File: config.mk
export PLATFORM = sky130hd
export DESIGN_NAME = forwarding_source_jmp
export DESIGN_NICKNAME = d
export VERILOG_FILES = /design/src/rtl/forwarding_source_jmp.sv
export SDC_FILE = /design/constraint.sdc
export NUM_CORES = 1
export LEC_CHECK = 0
export BUFFER_PORTS_ARGS = -buffer_cell sky130_fd_sc_hd__buf_2
export CORE_MARGIN = 3
export CORE_UTILIZATION = 49
export CTS_CLUSTER_DIAMETER = 100
export CTS_CLUSTER_SIZE = 12
export DETAILED_ROUTE_END_ITERATION = 10
export PLACE_DENSITY_LB_ADDON = 0.12
export SLEW_MARGIN = 15
export SYNTH_ARGS = -nofsm -noshare
export SYNTH_HDL_FRONTEND = slang
export SYNTH_SLANG_ARGS = --single-unit
File: constraint.sdc
create_clock -name CLK -period 2 [get_ports CLK]
set_input_delay 0.1 -clock CLK [delete_from_list [all_inputs] [get_ports CLK]]
set_output_delay 0.1 -clock CLK [all_outputs]
set_load 0.01 [all_outputs]
File: src/rtl/forwarding_source_jmp.sv
// rtl/forwarding_source_jmp.sv - two-stage write-forwarding source with load-use jump stall
//
// Purpose: keeps the two most recent register writes (capture stage BUS/LD_reg and
// past stage BUS_past/LD_reg_past) so a register-indirect jump can pick up its
// target before writeback. A load's data arrives one cycle after capture; while
// it is outstanding, a jump that names the load's destination raises STALL.
//
// Ports:
//   CLK, RST_N         clock, asynchronous active-low reset
//   EN                 pipeline advance (0 holds the stages and the FSM)
//   FLUSH              jump taken; kills the write presented this cycle
//   WB_VALID/WB_DST    write presented this cycle and its destination (0=A..3=D)
//   WB_DATA            ALU result for a non-load write
//   WB_IS_LOAD         write data comes from MEM_DATA on the following cycle
//   MEM_DATA           memory read data for the outstanding load
//   JUMP_REQ/JSEL      register-indirect jump decoding; JSEL 0-3 = A-D, 4-7 = none
//   BUS/LD_reg         newest forwarded value and its one-hot destination
//   BUS_past/LD_reg_past previous forwarded value and its one-hot destination
//   STALL              hold the front end for one cycle
module forwarding_source_jmp (
  input  logic        CLK,
  input  logic        RST_N,
  input  logic        EN,
  input  logic        FLUSH,
  input  logic        WB_VALID,
  input  logic [1:0]  WB_DST,
  input  logic [15:0] WB_DATA,
  input  logic        WB_IS_LOAD,
  input  logic [15:0] MEM_DATA,
  input  logic        JUMP_REQ,
  input  logic [2:0]  JSEL,
  output logic [15:0] BUS,
  output logic [3:0]  LD_reg,
  output logic [15:0] BUS_past,
  output logic [3:0]  LD_reg_past,
  output logic        STALL
);

  typedef enum logic {IDLE = 1'b0, LOAD_PEND = 1'b1} state_t;

  state_t state, state_n;

  // Register A maps to the MSB of the one-hot code.
  function automatic logic [3:0] onehot(input logic [1:0] idx);
    onehot = 4'b1000 >> idx;
  endfunction

  logic capture;
  logic load_cap;
  logic alu_cap;
  logic pending;

  assign capture  = EN && WB_VALID && !FLUSH;
  assign load_cap = capture && WB_IS_LOAD;
  assign alu_cap  = capture && !WB_IS_LOAD;
  assign pending  = (state == LOAD_PEND);

  // FSM state register
  always_ff @(posedge CLK or negedge RST_N) begin
    if (!RST_N) state <= IDLE;
    else        state <= state_n;
  end

  // FSM next state: an outstanding load always resolves on the next edge,
  // even when EN is low, because MEM_DATA is only valid for that one cycle.
  always_comb begin
    state_n = state;
    if (EN)           state_n = load_cap ? LOAD_PEND : IDLE;
    else if (pending) state_n = IDLE;
  end

  // FSM output: the jump needs the load result that has not arrived yet.
  always_comb begin
    STALL = 1'b0;
    if (pending && JUMP_REQ && !JSEL[2] && (onehot(JSEL[1:0]) == LD_reg))
      STALL = 1'b1;
  end

  // Capture stage data. A load resolving on an EN edge also hands MEM_DATA
  // straight to the past stage, so a new ALU write may take BUS that edge
  // without losing the load value.
  always_ff @(posedge CLK or negedge RST_N) begin
    if (!RST_N) begin
      BUS <= 16'h0000;
    end else if (alu_cap) begin
      BUS <= WB_DATA;
    end else if (pending) begin
      BUS <= MEM_DATA;
    end
  end

  // Destination codes and past stage advance only with EN.
  always_ff @(posedge CLK or negedge RST_N) begin
    if (!RST_N) begin
      LD_reg      <= 4'b0000;
      LD_reg_past <= 4'b0000;
      BUS_past    <= 16'h0000;
    end else if (EN) begin
      LD_reg_past <= LD_reg;
      BUS_past    <= pending ? MEM_DATA : BUS;
      LD_reg      <= capture ? onehot(WB_DST) : 4'b0000;
    end
  end

endmodule

Word level (Yosys, flattened, before mapping)

Cells that the tools add are included.

Register bits after elaboration: 41
Input port bits: 44
Output and inout port bits: 41
Word-level logic and storage cells: 24

Eq/ne operators: 1
Shifts and indexed selects: 2
Mux-type cells: 6
Reductions and logical operators: 10

Operators by type and width:

| kind                                            | number |
|---|---|
| 2-to-1 mux 16 bit                               | 2 |
| >> shifter 4 x 2 -> 4 bit, first input constant | 2 |
| logical AND 1 bit                               | 7 |
| equality test 4 bit                             | 1 |
| 2-to-1 mux 4 bit                                | 1 |
| zero test 1 bit                                 | 3 |
| 2-to-1 mux 1 bit                                | 3 |

Longest topological paths before layout

Depth after elaboration: 5
Gate-level depth with buffers: 6

Worst setup path before layout

No wires, ideal clock.

Kind: reg-to-output
Start point: register LD_reg[1]
End point: output STALL
Data arrival time: 1.376 ns
Setup slack: 0.524 ns
Cell stages (with the launch flop): 3
Buffers on the path: 0
Path through: dfrtp_1 -> or4_4 -> a2111oi_2

Cells in the longest elaborated chain, start to end: 3

Ends and longest elaborated chain:

| item                   | RTL line | RTL |
|---|---|---|
| start, declared        | 33       | `output logic [3:0] LD_reg,` |
| start signal, assigned | 101      | `LD_reg <= capture ? onehot(WB_DST) : 4'b0000;` |
| equality test 4 bit    | 75       | `if (pending && JUMP_REQ && !JSEL[2] && (onehot(JSEL[1:0]) == LD_reg))` |
| logical AND 1 bit      | 75       |  |
| 2-to-1 mux 1 bit       | 75       |  |
| end, declared          | 36       | `output logic STALL` |

No other way between the ends.

Final worst setup path

Same ends and word-level chain as after synthesis.

==> results.sh <==
export IMPL_outcome="complete, no violations"
export IMPL_synthArstFlopShare=1.000
export IMPL_clk_transition_reported_paths_ns=0.12
export IMPL_seq_area_frac_synth=0.5942
export IMPL_vdd_ir_drop_max_v=0.0004887
export IMPL_finalWeightedCongestion=0.7668
export IMPL_netlist_area_before_placement_mm2=0.001727
export IMPL_layout_cells_non_filler=296
export IMPL_clockRootBuffer="clkbuf_4"
export IMPL_max_cap_violations=0
export IMPL_share_comb_of_total_power=0.250
export IMPL_synthCells=162
export IMPL_grt_util_all_layers=0.2026
export IMPL_floorplan_rows=20
export IMPL_critPathSlowestCell="or4_4"
export IMPL_drt_iter0_markers=58
export IMPL_cts_root_to_sink_buffers=2
export IMPL_switchingPower_uw=599.6
export IMPL_post_route_fraction_of_the_period_consumed_by_the_critical_path=0.9640
export IMPL_power_share_clock=0.226
export IMPL_max_slew_margin_rel=0.4199
export IMPL_diodes=0
export IMPL_timing_final_crit_period_ns=1.928
export IMPL_critical_path_max_fanout=6
export IMPL_initial_core_util=0.5391
export IMPL_fin_max_slew_vios=0
export IMPL_fin_total_pwr_uw=2004
export IMPL_crit_required_ns=1.90
export IMPL_core_box_area_mm2=0.003203
export IMPL_layout_common_cells="buf_2 (84), dfrtp_1 (40), nor2_1 (33), a21oi_1 (32), mux2i_1 (16)"
export IMPL_slew_of_the_pin_with_the_lowest_slew_margin_ns=0.8702
export IMPL_internal_power_uw=1404
export IMPL_synthesis_warnings=0
export IMPL_synth_cell_type_count=24
export IMPL_synth_top_flop_cell="dfrtp_1"
export IMPL_clk_insertion_delay_late_ns=0.33
export IMPL_initial_antenna_violation_count=0
export IMPL_cts_sinks=41
export IMPL_grt_first_pass_wirelength_um=6679
export IMPL_final_layout_size_suffix_gt1_frac=0.4048
export IMPL_power_density_cell_area_mw_per_mm2=863.9
export IMPL_place_inst=283
export IMPL_areaGrowthSynthToFinish_pct=34.35
export IMPL_final_antenna_net_count=0
export IMPL_horiz_die_dim_um=65.36
export IMPL_power_static_leakage_uw=0.001114
export IMPL_pre_cts_slack_ns=0.4379
export IMPL_fin_area_mm2=0.002320
export IMPL_port_buffer_count=84
export IMPL_postLayoutSetupSlackWorst_ns=0.07204
export IMPL_dp_hpwl_um=2989
export IMPL_h_tree_depth=2
export IMPL_grt_max_degree=42
export IMPL_worstPathCellList="or4_4 -> a2111oi_4 -> buf_2"
export IMPL_avg_synthesized_cell_area_um2=10.66
export IMPL_cp_data_arrival_time_ns=1.83
export IMPL_chipHeight_um=65.36
export IMPL_dpl_cell_area_mm2=0.002182
export IMPL_globalRouteOverflowTotal=0
export IMPL_dr_total_vias=1510
export IMPL_setup_worst_path_start_class="register"
export IMPL_biggestRegsByFlops="BUS: 16 flops, BUS_past: 16 flops"
export IMPL_final_setup_tns_ns=0
export IMPL_crit_path_max_incr_delay_ns=0.54
export IMPL_avgRoutedWirePerCell_um=13.76
export IMPL_final_hold_violation_count=0
export IMPL_fmax_mhz=518.7
export IMPL_drt_pass_1_iters=4
export IMPL_grt_pass1_vias=1502
export IMPL_cts_inserted_buffers=5
export IMPL_hold_path_class="input port to register"
export IMPL_design_die_area_mm2=0.004272
export IMPL_postSynthRegisterBits=41
export IMPL_cts_tree="yes"
export IMPL_number_of_enable_type_register_cells_in_the_synthesized_netlist=0
export IMPL_critical_path_class="register to output port"
export IMPL_finalSetupViolations=0
export IMPL_seqPwrFrac=0.525
export IMPL_final_nets=295
export IMPL_drc=0
export IMPL_syn_nets=206
export IMPL_grt_setup_unrepaired="no"
export IMPL_vias_per_instance=5.101
export IMPL_route_final_wire_length_um=4072
export IMPL_leading_cell_type_in_the_layout_fill_and_taps_excluded="buf_2"
export IMPL_nFillCells=271
export IMPL_switching_share=0.2992
export IMPL_top_level_ports=85
export IMPL_worstSetupEndpointType="output port"
export IMPL_setup_skew_after_layout_ns=0.01041
==> final timing paths <==
kind / from / to / depth (start not counted) / slack [ns]
min reg2reg: LD_reg_past[1] / LD_reg_past[1] / 1 / 0.51
max reg2reg: pending / BUS_past[3] / 3 / 0.66
max: LD_reg[1] / STALL / 3 / 0.07
min: WB_DATA[8] / BUS[8] / 3 / 0.01
min in group asynchronous: RST_N / LD_reg[2] / 2 / 0.40
max in group asynchronous: RST_N / LD_reg[1] / 2 / 1.02
==> worst max-delay path, delay by kind of cell, from the launching register on <==
| kind | cells | cell delay (ns) |
|---|---|---|
| and+or+nand+nor | 1 | 0.54 |
| buffers and inverters | 1 | 0.18 |
| AOI/OAI and AO/OA | 1 | 0.30 |
| DFF | 1 | 0.47 |
==> metrics by stage <==
step           utilization  hold slack (ns)
5_1_grt             0.7242         0.004257
4_1_cts             0.7063        0.0004438
3_3_place_gp        0.6813           0.2546
2_1_floorplan            -          -0.1956
6_report            0.7242          0.01308
3_5_place_dp        0.6813           0.2708
==> Yosys cell counts (2+ instances only) <==
cell type	number	area, um^2
dfrtp_1	41	1026
a21oi_1	32	160.2
o22ai_1	4	25.02
mux2i_1	16	160.2
nand2_1	4	15.01
inv_1	4	15.01
buf_2	4	20.02
nor2_1	33	123.9
nand2b_1	2	12.51
clkbuf_1	5	18.77
mux2_1	4	45.04
==> per-layer routing <==
layer,track usage,up-vias,share of wire
met5,0,-,0
met3,0.04786,7,0.080
met1,0.2466,704,0.40
met4,0.06995,0,0.015
li1,-,733,-
met2,0.3515,66,0.50
==> power groups by stage <==
stage / clock, uW / combinational, uW / sequential [uW]
finish: 453 / 500 / 1050
global route: 505 / 551 / 1070
floorplan: 0 / 178 / 1130
global placement: 0 / 485 / 1060
detailed placement: 0 / 500 / 1060
CTS: 468 / 500 / 1050
==> kinds of logic (layout without fill, tap and decap cells) <==
kind of cell	count (synthesis)	in the layout	share of synthesized area
AOI/OAI and AO/OA	39	39	0.1254
buffers and inverters	16	106	0.03985
DFF	41	41	0.5942
muxes	20	20	0.1188
and+or+nand+nor	46	46	0.1217
==> cell type report <==
type | instances | area (um^2) | area share
Sequential cell | 41 | 1027 | 0.4428
Multi-Input combinational cell | 105 | 650.6 | 0.2805
Timing Repair Buffer | 93 | 498.0 | 0.2147
Clock buffer | 7 | 65.06 | 0.02805
Tap cell | 44 | 55.05 | 0.02373
Inverter | 5 | 18.77 | 0.008091
Clock inverter | 1 | 5.005 | 0.002158
==> repair_timing <==
action,in CTS,in global routing
hold buffers,1,3
endpoints found under the setup margin,0,1
endpoints found under the hold margin,41,3
buffers inserted,0,1
resized for setup,0,3
No activity file was read; power rests on OpenSTA's default activity.
